## config.mk

```make
export PLATFORM = sky130hd
export DESIGN_NAME = ro_adc_sampler
export DESIGN_NICKNAME = d
export VERILOG_FILES = /design/src/rtl/ro_adc_pkg.sv /design/src/rtl/ro_edge_sync.sv /design/src/rtl/ro_adc_sampler.sv
export SDC_FILE = /design/constraint.sdc
export NUM_CORES = 1
export LEC_CHECK = 0
export ABC_AREA = 1
export CORE_MARGIN = 2
export CORE_UTILIZATION = 50
export CTS_BUF_LIST = sky130_fd_sc_hd__clkbuf_16
export DETAILED_ROUTE_END_ITERATION = 8
export GPL_TIMING_DRIVEN = 0
export PLACE_DENSITY_LB_ADDON = 0.15
export SLEW_MARGIN = 20
export SYNTH_ARGS = -nofsm -noshare
export SYNTH_HDL_FRONTEND = slang
export SYNTH_SLANG_ARGS = --single-unit
```

## constraint.sdc

```tcl
create_clock -name clk -period 3.3 [get_ports clk]
set_input_delay 0.66 -clock clk [delete_from_list [all_inputs] [get_ports clk]]
set_output_delay 0.66 -clock clk [all_outputs]
set_load 0.01 [all_outputs]
```

## src/rtl/ro_adc_pkg.sv

```systemverilog
// ro_adc_pkg: shared types and constants for the ring-oscillator ADC back-end.
//   state_e   : conversion FSM states (IDLE, RUN, HOLD)
//   MODE_UP   : unsigned up-count mode
//   MODE_UPDN : comparator-steered up/down (two's complement) mode
package ro_adc_pkg;

    typedef enum logic [1:0] {
        IDLE = 2'd0,
        RUN  = 2'd1,
        HOLD = 2'd2
    } state_e;

    localparam logic MODE_UP   = 1'b0;
    localparam logic MODE_UPDN = 1'b1;

endpackage

```

## src/rtl/ro_edge_sync.sv

```systemverilog
// ro_edge_sync: synchronises one channel's ring-oscillator and comparator
// inputs and flags each synchronised 0->1 transition of the oscillator.
//   clk, rst : system clock, asynchronous active-high reset
//   ro_in    : asynchronous ring-oscillator output
//   cmp_in   : asynchronous comparator decision
//   rise     : registered one-cycle pulse per synchronised rising edge
//   cmp_out  : synchronised comparator, aligned with rise
module ro_edge_sync #(
    parameter int unsigned SYNC_STAGES = 2
) (
    input  logic clk,
    input  logic rst,
    input  logic ro_in,
    input  logic cmp_in,
    output logic rise,
    output logic cmp_out
);

    localparam int unsigned MSB = SYNC_STAGES - 1;

    logic [SYNC_STAGES-1:0] ro_sync_q, ro_sync_d;
    logic [SYNC_STAGES-1:0] cmp_sync_q, cmp_sync_d;
    logic ro_prev_q, ro_prev_d;
    logic rise_q, rise_d;
    logic cmp_q, cmp_d;

    // Shift chains plus edge detect; cmp gets the same depth so the
    // direction sampled with an edge belongs to that edge.
    always_comb begin
        ro_sync_d  = {ro_sync_q[SYNC_STAGES-2:0], ro_in};
        cmp_sync_d = {cmp_sync_q[SYNC_STAGES-2:0], cmp_in};
        ro_prev_d  = ro_sync_q[MSB];
        rise_d     = ro_sync_q[MSB] & ~ro_prev_q;
        cmp_d      = cmp_sync_q[MSB];
    end

    always_ff @(posedge clk or posedge rst) begin
        if (rst) begin
            ro_sync_q  <= '0;
            cmp_sync_q <= '0;
            ro_prev_q  <= 1'b0;
            rise_q     <= 1'b0;
            cmp_q      <= 1'b0;
        end else begin
            ro_sync_q  <= ro_sync_d;
            cmp_sync_q <= cmp_sync_d;
            ro_prev_q  <= ro_prev_d;
            rise_q     <= rise_d;
            cmp_q      <= cmp_d;
        end
    end

    assign rise    = rise_q;
    assign cmp_out = cmp_q;

endmodule

```

## src/rtl/ro_adc_sampler.sv

```systemverilog
// ro_adc_sampler: multi-channel ring-oscillator ADC back-end. Counts
// synchronised oscillator edges per channel over a programmable window and
// presents the result on a valid/ready port.
//   clk, rst   : system clock, asynchronous active-high reset
//   start      : conversion request (IDLE only); captures win_len and mode
//   win_len    : window length in clk cycles (0 = immediate empty result)
//   mode       : 0 unsigned up-count, 1 comparator-steered up/down
//   ro_in      : per-channel asynchronous oscillator outputs
//   cmp_in     : per-channel asynchronous comparator outputs
//   busy       : high in RUN and HOLD
//   res_valid  : result held; res_ready completes the handshake
//   res_data   : channel k at [k*CNT_W +: CNT_W]
//   overflow   : per-channel saturation flag for the held result
module ro_adc_sampler
    import ro_adc_pkg::*;
#(
    parameter int unsigned NUM_CH      = 4,
    parameter int unsigned CNT_W       = 12,
    parameter int unsigned WIN_W       = 16,
    parameter int unsigned SYNC_STAGES = 2
) (
    input  logic                    clk,
    input  logic                    rst,
    input  logic                    start,
    input  logic [WIN_W-1:0]        win_len,
    input  logic                    mode,
    input  logic [NUM_CH-1:0]       ro_in,
    input  logic [NUM_CH-1:0]       cmp_in,
    output logic                    busy,
    output logic                    res_valid,
    input  logic                    res_ready,
    output logic [NUM_CH*CNT_W-1:0] res_data,
    output logic [NUM_CH-1:0]       overflow
);

    localparam logic [CNT_W-1:0] UMAX = '1;
    localparam logic [CNT_W-1:0] SMAX = {1'b0, {(CNT_W-1){1'b1}}};
    localparam logic [CNT_W-1:0] SMIN = {1'b1, {(CNT_W-1){1'b0}}};

    state_e             state_q, state_d;
    logic [WIN_W-1:0]   win_cnt_q, win_cnt_d;
    logic               mode_q, mode_d;
    logic               busy_q, busy_d;
    logic               res_valid_q, res_valid_d;
    logic               clr_c;
    logic               run_en_c;
    logic [NUM_CH-1:0]  rise_w;
    logic [NUM_CH-1:0]  cmp_w;

    // Conversion FSM; win_cnt holds the captured window length and counts it down.
    always_comb begin
        state_d   = state_q;
        win_cnt_d = win_cnt_q;
        mode_d    = mode_q;
        clr_c     = 1'b0;
        run_en_c  = 1'b0;
        case (state_q)
            IDLE: begin
                if (start) begin
                    mode_d = mode;
                    clr_c  = 1'b1;
                    if (win_len != '0) begin
                        win_cnt_d = win_len;
                        state_d   = RUN;
                    end else begin
                        win_cnt_d = '0;
                        state_d   = HOLD;
                    end
                end
            end
            RUN: begin
                run_en_c  = 1'b1;
                win_cnt_d = win_cnt_q - WIN_W'(1);
                if (win_cnt_q == WIN_W'(1)) begin
                    state_d = HOLD;
                end
            end
            HOLD: begin
                if (res_valid_q && res_ready) begin
                    state_d = IDLE;
                end
            end
            default: state_d = IDLE;
        endcase
        busy_d      = (state_d != IDLE);
        res_valid_d = (state_d == HOLD);
    end

    always_ff @(posedge clk or posedge rst) begin
        if (rst) begin
            state_q     <= IDLE;
            win_cnt_q   <= '0;
            mode_q      <= MODE_UP;
            busy_q      <= 1'b0;
            res_valid_q <= 1'b0;
        end else begin
            state_q     <= state_d;
            win_cnt_q   <= win_cnt_d;
            mode_q      <= mode_d;
            busy_q      <= busy_d;
            res_valid_q <= res_valid_d;
        end
    end

    assign busy      = busy_q;
    assign res_valid = res_valid_q;

    for (genvar k = 0; k < NUM_CH; k++) begin : g_ch
        logic [CNT_W-1:0] cnt_q, cnt_d;
        logic             ovf_q, ovf_d;

        ro_edge_sync #(
            .SYNC_STAGES(SYNC_STAGES)
        ) u_sync (
            .clk    (clk),
            .rst    (rst),
            .ro_in  (ro_in[k]),
            .cmp_in (cmp_in[k]),
            .rise   (rise_w[k]),
            .cmp_out(cmp_w[k])
        );

        // Saturating counter: an edge that would pass a limit is dropped and flagged.
        always_comb begin
            cnt_d = cnt_q;
            ovf_d = ovf_q;
            if (clr_c) begin
                cnt_d = '0;
                ovf_d = 1'b0;
            end else if (run_en_c && rise_w[k]) begin
                if (mode_q == MODE_UP) begin
                    if (cnt_q == UMAX) ovf_d = 1'b1;
                    else               cnt_d = cnt_q + CNT_W'(1);
                end else if (cmp_w[k]) begin
                    if (cnt_q == SMAX) ovf_d = 1'b1;
                    else               cnt_d = cnt_q + CNT_W'(1);
                end else begin
                    if (cnt_q == SMIN) ovf_d = 1'b1;
                    else               cnt_d = cnt_q - CNT_W'(1);
                end
            end
        end

        always_ff @(posedge clk or posedge rst) begin
            if (rst) begin
                cnt_q <= '0;
                ovf_q <= 1'b0;
            end else begin
                cnt_q <= cnt_d;
                ovf_q <= ovf_d;
            end
        end

        assign res_data[k*CNT_W +: CNT_W] = cnt_q;
        assign overflow[k]                = ovf_q;
    end

endmodule

```

# == Word level (Yosys, flattened, before mapping) ==
# Index checks and enable logic that the tools add are counted.
# totals
latch_bits,0
rom_bits,0
elab_cells,181
mem_bits_rw,0
register_bits,101
output_inout_bits,54
memories,0
input_bits,29
# classes
shifts,0
n_lt_le_gt_ge,0
n_reduce_logical,27
muxes,67
n_bitwise,8
add_sub_neg,9
n_div,0
n_eq_ne,37
mul,0
# ops
operator,count
2-to-1 mux 12 bit,28
== test 12 bit (second input constant),8
adder 12 x 1 -> 12 bit (second input constant),4
== test 12 x 11 -> 1 bit (second input constant),4
subtractor 12 x 1 -> 12 bit (second input constant),4
2-to-1 mux 16 bit,2
!= test 4 bit (second input constant),8
case mux 16 bit (2 select lines),1
AND reduction 4 bit,8
2-to-1 mux 1 bit,31
== test 16 x 1 -> 1 bit (second input constant),1
!= test 4 x 1 -> 1 bit (second input constant),4
!= test 4 x 3 -> 1 bit (second input constant),4
nonzero test 16 bit,1
subtractor 16 x 1 -> 16 bit (second input constant),1
!= test 3 bit (second input constant),4
nonzero test 2 bit,6
nonzero test 3 bit,4
2-to-1 mux 2 bit,4
case mux 2 bit (3 select lines),1
logical AND 1 bit,5
AND 1 bit,4
== test 2 bit (second input constant),2
NOT 1 bit,4
4 further kinds,5

# == Longest topological paths before layout ==
# Gate-level depths: netlist (run 1).
# depth
depth_word,6
depth_mapped,13
mapped_depth_nobuf,12

# == Modules after synthesis ==
# From an unflattened synthesis (run 1), not the netlist that was laid out.
# hier_totals
cells_unflattened,1053
area_unflattened_um2,7114.3
# by_module_without_submodules
mod,cells_per_inst,seq_area_each_um2,instances,area_each_um2
ro_adc_sampler,1013,1826.8,1,6358.6
ro_edge_sync,10,175.2,4,188.9

# == Worst setup path before layout (run 1) ==
# Ideal clock, no wire load.
# synth_path
path_kind,input to register
startpoint,in start
endpoint,reg g_ch[1].cnt_q[8]
t_arrival_ps,1605
n_path_buf,2
path_slack_ps,1578
t_required_ps,3184
stages,9
setup_ps,116
path_cell_list,nand2_2 -> nor2_4 -> nor2_1 -> buf_4 -> nand4_1 -> nand3_1 -> buf_4 -> nand2_1 -> nand2_1
# synth_via
elab_chain_cells,4
word_cells_on_any_way,8
classes_between,eq/ne: 3; mux: 3; reduce/logical: 2
# synth_lines
element,line_no,source
"start, declared",ro_adc_sampler.sv:24,"input logic start,"
2-to-1 mux 1 bit *,ro_adc_sampler.sv:59,if (start) begin
2-to-1 mux 1 bit *,ro_adc_sampler.sv:57,case (state_q)
"!= test 4 x 3 -> 1 bit (no source line), or another cell as far along",--,
AND reduction 4 bit (no source line),--,
"end signal, assigned",ro_adc_sampler.sv:149,cnt_q <= cnt_d;
"end, declared",ro_adc_sampler.sv:109,"logic [CNT_W-1:0] cnt_q, cnt_d;"
# Mark *: on every way between the ends. The rest lies on a longest branch, timed or not.
# A chain may end at the register's enable or synchronous reset.

# == Worst setup path in the final report (run 1) ==
# layout_path
startpoint,reg g_ch[3].cnt_q[6]
endpoint,out res_data[42]
# layout_lines
element,line_no,source
"start, declared",ro_adc_sampler.sv:109,
"start signal, assigned",ro_adc_sampler.sv:149,
"end, declared",ro_adc_sampler.sv:32,"output logic [NUM_CH*CNT_W-1:0] res_data,"
# No word-level cell between the ends.

==> impl_results.md, run 1 <==
* Status: finished, final reports clean
* Die H at 123 µm
* CP startpoint kind: register
* Int Pwr at 0.00389 W
* Post-DRT Antenna Nets at 0
* Clock power share at 17.4%
* Seq cells post-synth at 101
* Layout cells sized above 1 at 8.57%
* Die ar. at 15000 µm²
* Fin util at 61.3%
* Initial antenna violation count at 0
* Buffers added on ports at 82
* Average cell area after synthesis at 6.75 µm²
* Final instance area at 8480 µm²
* Die width at 123 µm
* Synth Warn # at 0
* Iter 0 DRT Violations at 491
* H-tree depth at 3
* Critical-path cell list: clkdlybuf4s50_1
* Placed Cells at 1307
* Ratio of final minimum period to clock period at 66.1%
* Number of fill cells at 1270
* GRT Total Usage at 25.3%
* Flop pwr share at 29.3%
* Core area at 13800 µm²
* Crit end category: output pin
* GRT overflow at 0
* Vias in the first global route at 6228
* Synth area leader: dfrtp_1
* Worst r2r dst: g_ch[1].cnt_q[2]
* Largest net degree at the start of global routing at 33
* Detailed-route wire length per cell at 13.8 µm
* Max VDD drop at 0.449 mV
* Synth Instances at 1042
* Post-route insts no fill at 1323
* Hold Path Sink: g_ch[2].u_sync.cmp_out
* Initial Util at 50.8%
* Post-DP Area at 8140 µm²
* Post-synth cell types at 44
* Worst-Margin Slew at 0.589 ns
* CP Class: register to output pin
* CTS tree: done
* Detailed Place HPWL at 13.7 mm
* Hold Startpoint: g_ch[2].u_sync.cmp_sync_q[1]
* RSZ-0062 raised after global routing: no
* Net Sw Power at 0.00318 W
* Worst r2r path cells at 11
* Ys flop type: dfrtp_1
* Slew Limit Headroom at 60.6%
* First-pass GRT wire length at 30.2 mm
* Skew-Pair Late Insertion Delay at 0.36 ns
* Synth top area share at 36.0%
* DR DRC count at 0
* Reg-to-Reg Start: g_ch[1].cnt_q[1]
* Switch share at 45.0%
* Lkg Pwr at 4.13 nW
* Worst Hold Class: register to register
* PD cells at 835 nW/µm²
* 1st-pass router iterations at 6
* Worst R2R Setup Slack at 1.21 ns
* Number of synthesized flops with an enable pin at 0
* Crit-path slowest cell: clkdlybuf4s50_1
* Post-detailed-route via-to-cell ratio at 5.31
* Gate power share at 53.3%
* Worst-path clk slew at 0.07 ns
* CP Data Arrival Time at 1.52 ns
* Post-CTS Setup Inserts at 0
* CTS root buffer: clkbuf_16
* Final hold violation count at 0
* Hold depth at 0
* IO Pins at 83
* Slew Limit Fails at 0
* CTS Sinks at 101
* Ys async rst share at 100%
* CTS Buffer Depth at 2
* # nets final at 1181
* CTS Hold Bufs at 0
* Worst Skew at 0.00748 ns
* Final WL at 18.3 mm
* Via Count at 7029
* Setup TNS at 0 ns
* ANT cells at 0
* Synthesized Nets at 1085
* Seq/Total Area, Yosys at 36.0%
* Post-cts resize count at 0
* Max frequency at 459 MHz
* Placement Rows at 43
* Area growth syn-to-layout at 20.6%
* Synth area leaders: dfrtp_1 (36%), nand2_1 (15%), nand3_1 (8.0%)
* Final Critical Period at 2.18 ns
* Buffers and inverters on the worst path at 1
* Maxcap violations at 0
* Worst Path Required at 2.64 ns
* Cell Area, Synth at 7030 µm²
* Worst-path fanout max at 8
* GP Congestion at 0.936
* Worst path max stage delay at 0.61 ns
* Crit-path leading delay family: buffers and inverters
* # setup viols final at 0
* Total CTS buffers at 9
==> placed cells by master, fill, tap and decap left out, types with 2 or more instances in the layout <==
cell type,instances
nand2_1,281
nor2_1,142
inv_1,120
nand3_1,113
dfrtp_1,101
clkdlybuf4s50_1,82
o21ai_0,62
a21oi_1,24
nand4_1,21
xor2_1,19
buf_2,15
nor3_1,15
ha_1,14
nand2_2,13
o21ai_2,12
o211ai_1,9
o21ai_1,9
clkbuf_16,9
inv_2,8
buf_4,8
o22ai_1,6
o221ai_1,6
nor2_4,5
or2_2,5
nor2_2,4
clkbuf_1,4
buf_12,4
xnor2_1,3
bufinv_16,3
nand2_4,2
buf_6,2
nand3b_1,2
and3_1,2
clkbuf_2,2
==> power by group through the flow <==
stage               clock (W)  sequential [W]  combinational, W
finish                0.00123         0.00207           0.00377
floorplan                   0         0.00208           0.00251
CTS                   0.00125         0.00207           0.00376
detailed placement          0         0.00208           0.00373
global route          0.00131         0.00214           0.00425
global placement            0         0.00208           0.00368
==> worst register-to-register path, stage by stage (launching register included) <==
cell and delay (ns):
dfrtp_1 0.46, ha_1 0.29, nand3_1 0.13, nor2_2 0.22, nand2_1 0.14, inv_1 0.13, nand2_1 0.08, o21ai_1 0.13
nor2_1 0.09, buf_2 0.20, nand2_1 0.08, nand2_1 0.05
==> cell usage after synthesis (6+ instances only) <==
library cell and number:
o221ai_1 6, nand3_1 113, nand4_1 21, o21ai_1 9, o211ai_1 9, inv_2 8
xor2_1 19, nor3_1 15, nor2_1 142, a21oi_1 24, buf_4 8, o21ai_2 12
ha_1 14, dfrtp_1 101, o21ai_0 62, inv_1 119, o22ai_1 6, nand2_1 281
nand2_2 13, buf_2 15
==> worst max-delay path by stage <==
stage | from | endpoint | slack [ns] | cells after the start
after floorplan | rst | busy | 1.44 | 1
after global routing | start | win_cnt_q[12] | 0.97 | 8
after CTS | g_ch[3].cnt_q[6] | res_data[42] | 1.12 | 1
final | g_ch[3].cnt_q[6] | res_data[42] | 1.12 | 1
after detailed placement | start | win_cnt_q[12] | 0.76 | 8
after global placement | rst | g_ch[0].cnt_q[4] | 0.35 | 2
==> metrics by stage <==
stage / hold slack [ns] / worst slack, ns / total power (W)
final: 0.345 / 1.12 / 0.00708
after global routing: 0.353 / 0.965 / 0.00770
after CTS: 0.348 / 1.12 / 0.00707
after detailed placement: 0.335 / 0.761 / 0.00582
after global placement: 0.333 / 0.352 / 0.00576
after floorplan: 0.331 / 1.44 / 0.00459
==> layer usage <==
layer | share of wire (%) | up-vias | wire [µm] | global-route usage (%)
li1 | - | 3552 | - | -
met1 | 47 | 3251 | 8590 | 35.5
met2 | 47 | 208 | 8560 | 40.8
met3 | 5.0 | 18 | 908 | 3.07
met4 | 1.4 | 0 | 250 | 7.90
met5 | 0 | - | 0 | 0
==> sequential cells by signal (all words and copies together) (netlist names) <==
signal / cells
g_ch.cnt_q: 48
state_q: 2
res_valid: 1
g_ch.u_sync.ro_prev_q: 4
win_cnt_q: 16
g_ch.u_sync.cmp_sync_q: 8
mode_q: 1
g_ch.u_sync.ro_sync_q: 8
g_ch.ovf_q: 4
g_ch.u_sync.cmp_out: 4
g_ch.u_sync.rise: 4
busy: 1
==> area by class of cell <==
cell class                 instances  area (µm²)  area share (%)
tap                              180         225            2.66
clock buffer                       9         225            2.66
sequential                       101        2530            29.8
timing repair buffer              85         881            10.4
buffer                            32         203            2.39
multi-input combinational        781        3820            45.0
clock inverter                     7         115            1.36
inverter                         128         487            5.74
==> cells by family after synthesis <==
| family | after synthesis | synth area share, % |
|---|---|---|
| fa+ha+maj | 14 | 2.49 |
| buf+inv | 160 | 9.75 |
| flops | 101 | 36.0 |
| simple gates | 609 | 37.6 |
| compound gates | 136 | 11.4 |
| xor+xnor | 22 | 2.74 |
No activity file was read; power rests on OpenSTA's default activity.
==> run 2: changes to the inputs <==
Clock period 3.3 ns to 2.1 ns, I/O delays scaled along.
==> run 2 against run 1 <==
  * Worst hold slack about the same
  * Via count down 0.40%
  * Non-clock buffer count up 2
  * Global-route usage about the same
  * Combinational power up 59%
  * Utilization up 0.31 points
  * Critical endpoint unchanged
  * Largest cell class unchanged
  * Largest power group unchanged
==> impl_results.md, run 2 (synthesis gave the netlist of run 1 again) <==
* Initial antenna violation count at 0
* Met3 Resource Use GR at 3.21%
* Slew Limit Fails at 0
* Worst-path fanout max at 8
* Via Count at 7001
* Critical-path cell list: clkdlybuf4s50_1
* Slew Limit Headroom at 60.6%
* Lkg Pwr at 4.14 nW
* Storage cell area at 2530 µm²
* Skew-Pair Late Insertion Delay at 0.35 ns
* Hold Startpoint: g_ch[2].u_sync.cmp_sync_q[0]
* Buffers and inverters on the worst path at 1
* Area of the multi-input gates at 3840 µm²
* Crit-path slowest cell: clkdlybuf4s50_1
* Largest net degree at the start of global routing at 33
* Placement Rows at 43
* Crit end category: output pin
* Post-DRT Antenna Nets at 0
* RSZ-0062 raised after global routing: no
* Iter 0 DRT Violations at 462
* Net Sw Power at 0.00503 W
* Number of fill cells at 1265
* Core area at 13800 µm²
* Flop pwr share at 29.2%
* ANT cells at 0
* # nets final at 1183
* Largest Register: g_ch.cnt_q
* Hold_ws at 0.345 ns
* Power, Total at 0.0112 W
* CP Class: register to output pin
* Switch share at 45.0%
* CP Data Arrival Time at 1.52 ns
* Maxcap violations at 0
* # setup viols final at 0
* CTS Buffer Depth at 2
* Reg-to-Reg Start: g_ch[3].cnt_q[1]
* Detailed Place HPWL at 13.7 mm
* Most frequent cells in the layout: nand2_1 (281), nor2_1 (141), inv_1 (119)
* CP startpoint: g_ch[3].cnt_q[6]
* Clock power share at 17.2%
* Worst Skew at 0.00694 ns
* Met2 usage at 40.7%
* First-pass GRT wire length at 30.2 mm
* Post-detailed-route via-to-cell ratio at 5.28
* GRT Total Usage at 25.3%
* Max FFs per register at 48
* Detailed-route wire length per cell at 13.9 µm
* Vias in the first global route at 6232
* GP Congestion at 0.936
* Met1 Usage GRT at 35.5%
* CTS tree: done
* Biggest regs: g_ch.cnt_q: 48 flops, win_cnt_q: 16 flops
* H-tree depth at 3
* Gate power share at 53.6%
* CTS root buffer: clkbuf_16
* Buffers added on ports at 82
* Int Pwr at 0.00615 W
* Final Critical Period at 1.94 ns
* Worst path max stage delay at 0.61 ns
* PD cells at 1310 nW/µm²
* Setup TNS at 0 ns
* Worst-Margin Slew at 0.589 ns
* Most common cell after layout, fill and taps aside: nand2_1
* Final hold violation count at 0
* Ratio of final minimum period to clock period at 92.4%
* 1st-pass router iterations at 5
* Total CTS buffers at 9
* Final WL at 18.4 mm
* CTS Sinks at 101
* GRT busiest layer: met2
* Max VDD drop at 0.792 mV
* Crit-path leading delay family: buffers and inverters
* Die H at 123 µm
* Max frequency at 516 MHz
* Area growth syn-to-layout at 21.2%
* Worst Path Required at 1.68 ns
* Worst-path clk slew at 0.07 ns
* CP startpoint kind: register
* Status: finished, final reports clean
* IO Pins at 83
* Layout cells sized above 1 at 9.26%
* Worst Hold Class: register to register
* Die width at 123 µm
* DR DRC count at 0
* Initial Util at 50.8%
* GRT overflow at 0
* Die ar. at 15000 µm²
## run 2: cell types whose count changed in the layout (fill, tap and decap cells not counted), sizes merged
cell,previous run,this run
buf,29,31
## run 2: power by group through the flow
stage	Combinational, W	Sequential (W)	Clock [W]
after floorplan	0.00395	0.00326	0
after global routing	0.00675	0.00337	0.00206
after global placement	0.00578	0.00327	0
final	0.00599	0.00327	0.00193
after CTS	0.00591	0.00325	0.00196
after detailed placement	0.00587	0.00327	0
## run 2: cell type report
| class | count | share of cell area, % |
|---|---|---|
| Buffer | 32 | 2.38 |
| Clock inverter | 7 | 1.35 |
| Inverter | 128 | 5.71 |
| Timing Repair Buffer | 87 | 10.5 |
| Multi-Input combinational cell | 781 | 45.1 |
| Tap cell | 180 | 2.64 |
| Clock buffer | 9 | 2.64 |
| Sequential cell | 101 | 29.7 |
## run 2: path summary, 6_finish.rpt
kind | endpoint | slack, ns | cells after the start
worst min register to register | g_ch[2].u_sync.cmp_sync_q[1] | 0.35 | 0
max in group asynchronous | g_ch[2].cnt_q[6] | 0.95 | 4
worst max register to register | g_ch[3].cnt_q[10] | 0.18 | 11
worst min-delay path | g_ch[2].u_sync.cmp_sync_q[1] | 0.35 | 0
min in group asynchronous | g_ch[1].u_sync.cmp_sync_q[0] | 0.43 | 2
worst max-delay path | res_data[42] | 0.16 | 1
## run 2: metal layers
metal	share of wire [%]	vias to the layer above
met1	46	3221
met2	47	195
met5	0	-
met4	1.6	0
li1	-	3562
met3	5.0	23
## run 2: repair_timing
action | 4_1_cts | 5_1_grt
resized for setup | 0 | 8
buffers inserted | 0 | 2
endpoints found under the setup margin | 0 | 10
hold buffers | 0 | 0
## run 2: stage by stage
stage | util (%) | instances | setup WS, ns | instance area, µm²
after CTS | 61.3 | 1323 | 0.0288 | 8480
final | 61.6 | 1325 | 0.160 | 8520
after detailed placement | 58.9 | 1307 | -0.199 | 8140
after global placement | 58.4 | 1304 | -0.608 | 8080
after global routing | 61.6 | 1325 | 0.00644 | 8520
after floorplan | - | 1042 | 0.402 | 7030
==> run 3: changes to the inputs <==
Clock period 2.1 ns to 2.5 ns, I/O delays scaled along.
==> run 3 against run 2 <==
  * Critical path depth up 10
  * Worst hold slack worse by 0.0013 ns
  * Sequential cell count unchanged
  * Final area down 0.50%
  * Total power down 17%
  * Cell count down 0.15%
  * Count of clock-buffer cells in the layout unchanged
  * Die area unchanged
  * Non-clock buffer count down 2
  * Clock skew up 0.0012 ns
  * Critical path type is now register to register
==> impl_results.md, run 3 (synthesis gave the netlist of run 1 again) <==
* Detailed-route wire length per cell at 13.8 µm
* Die ar. at 15000 µm²
* Worst r2r dst: g_ch[1].cnt_q[2]
* CTS root buffer: clkbuf_16
* Max FFs per register at 48
* Post-detailed-route via-to-cell ratio at 5.33
* Via Count at 7048
* Post-route insts no fill at 1323
* ANT cells at 0
* Most used cell, CP: nand2_1
* Die H at 123 µm
* Buffers added on ports at 82
* Worst Skew at 0.00809 ns
* Worst-Margin Slew at 0.580 ns
* Maxcap violations at 0
* Hold Startpoint: g_ch[2].u_sync.cmp_sync_q[1]
* Worst path max stage delay at 0.46 ns
* Final WS setup at 0.389 ns
* CTS Hold Bufs at 0
* Worst-path clk slew at 0.08 ns
* CP Data Arrival Time at 2.35 ns
* Post-DRT Antenna Nets at 0
* Layout cells sized above 1 at 8.57%
* 1st-pass router iterations at 5
* Hold Path Sink: g_ch[2].u_sync.cmp_out
* PD cells at 1100 nW/µm²
* CP Class: register to register
* Crit end category: register
* CP startpoint kind: register
* CTS tree: done
* Slew Limit Fails at 0
* Initial antenna violation count at 0
* Biggest regs: g_ch.cnt_q: 48 flops, win_cnt_q: 16 flops
* Placement Rows at 43
* Largest Register: g_ch.cnt_q
* Core area at 13800 µm²
* Final Critical Period at 2.11 ns
* Worst-path fanout max at 10
* IO Pins at 83
* H-tree depth at 3
* DR DRC count at 0
* GP Congestion at 0.936
* RSZ-0062 raised after global routing: no
* CTS Sinks at 101
* Ratio of final minimum period to clock period at 84.5%
* Die width at 123 µm
* Post-DP Area at 8140 µm²
* Lkg Pwr at 4.13 nW
* Largest net degree at the start of global routing at 33
* Most frequent cells in the layout: nand2_1 (281), nor2_1 (142), inv_1 (120)
* GRT Total Usage at 25.3%
* First-pass GRT wire length at 30.2 mm
* # setup viols final at 0
* GRT overflow at 0
* Status: finished, final reports clean
* Worst R2R Setup Slack at 0.39 ns
* # nets final at 1181
* Skew-Pair Late Insertion Delay at 0.36 ns
* Total CTS buffers at 9
* Fin util at 61.3%
* Iter 0 DRT Violations at 481
* Hold_ws at 0.344 ns
* Max frequency at 474 MHz
* Final hold violation count at 0
* Detailed Place HPWL at 13.7 mm
* Crit-path slowest cell: dfrtp_1
* Storage cell area at 2530 µm²
* Final WL at 18.3 mm
* Worst r2r path cells at 11
* Post-CTS Setup Inserts at 0
* Max VDD drop at 0.591 mV
* Slew Limit Headroom at 61.2%
* Area growth syn-to-layout at 20.6%
* Hold depth at 0
* Worst Hold Class: register to register
* Reg-to-Reg Start: g_ch[1].cnt_q[1]
* Placed Cells at 1307
* CTS Buffer Depth at 2
* Post-cts resize count at 0
* Number of fill cells at 1270
* Most common cell after layout, fill and taps aside: nand2_1
* Initial Util at 50.8%
* Area of the multi-input gates at 3820 µm²
* Final instance area at 8480 µm²
* Vias in the first global route at 6232
* Critical-path cell list: ha_1 -> nand3_1 -> nor2_2 -> nand2_1 -> inv_1 -> nand2_1 -> o21ai_1 -> nor2_1 -> buf_2 -> nand2_1 -> nand2_1
* Post-placement worst setup slack at 0.121 ns
* Worst Path Required at 2.74 ns
run 3: cell count changes in the layout (fill, tap and decap cells not counted), sizes merged:
cell  previous run  this run
buf             31        29
run 3: worst max-delay path, delay by kind of cell (launching register included):
kind | cells | cell delay (ns)
fa+ha+maj | 1 | 0.29
compound gates | 1 | 0.13
buf+inv | 2 | 0.34
flops | 1 | 0.46
simple gates | 7 | 0.78
run 3: area by class of cell:
type                    count  area share [%]
multi-input cells         781            45.0
flip-flops and latches    101            29.8
repair buffers             85            10.4
inverters                 128            5.74
clock buffers               9            2.66
well taps                 180            2.66
plain buffers              32            2.39
clock inverters             7            1.36
run 3: worst max path at each step:
stage	from	endpoint	slack [ns]	cells past startpoint
2_1_floorplan	rst	busy	0.80	1
3_3_place_gp	rst	g_ch[0].cnt_q[4]	-0.29	2
3_5_place_dp	start	win_cnt_q[12]	0.12	8
4_1_cts	g_ch[1].cnt_q[1]	g_ch[1].cnt_q[2]	0.43	11
5_1_grt	g_ch[1].cnt_q[0]	g_ch[1].cnt_q[2]	0.19	11
6_report	g_ch[1].cnt_q[1]	g_ch[1].cnt_q[2]	0.39	11
run 3: metal layers:
layer	track usage, %	wire, µm	share of wire (%)	vias to the layer above
li1	-	-	-	3560
met1	35.5	8490	46	3254
met2	40.7	8560	47	214
met3	3.21	979	5.4	20
met4	8.26	250	1.4	0
met5	0	0	0	-
run 3: metrics by stage:
stage / total power [W] / TNS, ns
CTS: 0.00934 / 0
global route: 0.0102 / 0
detailed placement: 0.00768 / 0
global placement: 0.00760 / -28.68
floorplan: 0.00606 / 0
finish: 0.00933 / 0
run 3: where the power goes:
group / leakage, nW / internal (W) / switching [W] / total, W
logic: 2.71 / 0.00204 / 0.00294 / 0.00498
clock network: 0.173 / 0.000978 / 0.000648 / 0.00163
registers: 1.25 / 0.00212 / 0.000610 / 0.00273
==> RTL change: new RTL, flow settings as in run 3 <==
The 3 states of `state_e` get a one-hot encoding in 3 bits.
--- a/src/rtl/ro_adc_pkg.sv
+++ b/src/rtl/ro_adc_pkg.sv
@@ -4,10 +4,10 @@
 //   MODE_UPDN : comparator-steered up/down (two's complement) mode
 package ro_adc_pkg;
 
-    typedef enum logic [1:0] {
-        IDLE = 2'd0,
-        RUN  = 2'd1,
-        HOLD = 2'd2
+    typedef enum logic [2:0] {
+        IDLE = 3'b001,
+        RUN  = 3'b010,
+        HOLD = 3'b100
     } state_e;
 
     localparam logic MODE_UP   = 1'b0;
Check against the original RTL: no difference found for any inputs over 4 cycles, from zero or initial values and one cycle with rst high; so few cycles prove little.
==> RTL change against run 3 <==
- worst hold slack gained 0.0066 ns
- final area grew 0.62%
- critical path type is now primary input to flip-flop
- global-route usage grew 0.13 points
- setup slack lost 0.011 ns
- total power grew 1.6%
- largest power group unchanged
- largest cell class unchanged
- synthesized area grew 1.4%
- wire length grew 1.5%
- sequential cell count grew 1
==> RTL change: results (changes against run 3) <==
GRT Total Usage = 25.44% (+0.13 points)
Post-Route Skew = 0.01140 ns (+0.003301 ns)
Avg Vias per Cell = 5.239 (-1.7%)
Postcts setup bufs = 0 (unchanged)
Fin Hold WS = 0.3507 ns (+0.006600 ns)
Top fanout value on the critical path = 10 (unchanged)
Clk slew on worst S/H paths = 0.07 ns
Synth top area cells = dfrtp_1, nand2_1, nor2_1, nand3_1, inv_1
Synth warn = 0 (unchanged)
Max stage delay cell, worst path = clkdlybuf4s50_1
Ant diodes = 0 (unchanged)
Reg2reg end = win_cnt_q[3]
Max Root-Sink Buffers = 2 (unchanged)
R2r setup slk = 0.54 ns (+0.15 ns)
Routed wire length = 18550 um (+1.5%)
Peak VDD IR = 0.4700 mV (-20%)
Pleak = 0.004178 uW (+1.2%)
Commonest cells post-synth = nand2_1, nor2_1, inv_1, nand3_1, dfrtp_1
Rel. slew slack = 65.31% (+4.1 points)
Critical Path Max Stage Delay = 0.49 ns (+0.03 ns)
Synth cell types = 40 (-9.1%)
CTS H-tree lvls = 3 (unchanged)
Worst hold path startpoint = g_ch[0].u_sync.cmp_sync_q[0]
Routability Congestion = 0.9137 (-2.4%)
Sequential-to-total area share from yosys stat = 35.81% (-0.14 points)
First-pass GRT wire length = 30710 um (+1.6%)
Worst-skew pair later-pin latency = 0.36 ns (about the same)
GRT Residual Overflow = 0 (unchanged)
Hold Path Sink = g_ch[0].u_sync.cmp_sync_q[1]
Port-buffer cells = 82 (unchanged)
Largest net degree at the start of global routing = 34 (+3.0%)
Antenna violations before repair = 0 (unchanged)
DR iter-0 viols = 658 (+37%)
Share of layout cells above drive strength 1 = 7.313% (-1.3 points)
Layout Nets = 1214 (+2.8%)
R2R depth = 7 (-4)
Pre-antenna DRT Iters = 8 (+3)
WHS Path Cells = 0 (unchanged)
Synthesized net count = 1118 (+3.0%)
R2R Path Start = state_q[0]
Status = finished clean
Worst path arrival time = 2.40 ns (+0.05 ns)
Number of buffers created by CTS = 9 (unchanged)
DP Wirelength = 13960 um (+1.7%)
Critical path origin = start
Post-CTS Resized = 0 (unchanged)
Number of global-route vias before repair = 6262 (+0.48%)
-- RTL change: layout make-up --
class	count	area (um2)
clock buffer	9	225.2
fill	1356	5349
tap	180	225.2
clock inverter	7	66.31
timing repair buffer	85	880.8
sequential	102	2554
buffer	34	217.7
multi-input combinational	800	3834
inverter	139	529.3
-- RTL change: how the worst max path moves through the flow --
stage,cells after the start,end
floorplan,1,busy
global placement,2,g_ch[2].cnt_q[9]
detailed placement,10,g_ch[3].cnt_q[8]
CTS,10,g_ch[3].cnt_q[8]
global route,10,g_ch[3].cnt_q[7]
finish,10,g_ch[3].cnt_q[8]
-- RTL change: logic make-up after synthesis --
logic type | synth area share [%]
simple gates | 37.73
buf+inv | 10.42
compound gates | 10.14
flops | 35.81
xor+xnor | 3.439
fa+ha+maj | 2.457
-- RTL change: per-layer routing --
| metal | vias to the layer above | share of wire, % | global-route usage [%] |
|---|---|---|---|
| li1 | 3632 | - | - |
| met1 | 3281 | 49 | 36.73 |
| met2 | 175 | 46 | 40.80 |
| met3 | 16 | 3.9 | 2.583 |
| met4 | 0 | 1.4 | 6.747 |
| met5 | - | 0 | 0 |
-- RTL change: worst max-delay path, delay by kind of cell --
family / cells / cell delay, ns
compound gates: 1 / 0.07
buf+inv: 4 / 1.25
simple gates: 5 / 0.57
-- RTL change: per-stage QoR --
step	area [um2]	setup WS, ns	instances
after floorplan	7134	0.7832	1075
after global placement	8180	-0.3217	1337
after detailed placement	8240	0.007842	1340
after CTS	8532	0.3942	1356
after global routing	8532	0.2616	1356
final	8532	0.3778	1356
-- RTL change: report_power, final --
| part | switching [uW] | total [uW] | internal, uW |
|---|---|---|---|
| registers | 569 | 2720 | 2150 |
| clock network | 703 | 1400 | 700 |
| logic | 3290 | 5370 | 2080 |
| total | 4560 | 9490 | 4930 |
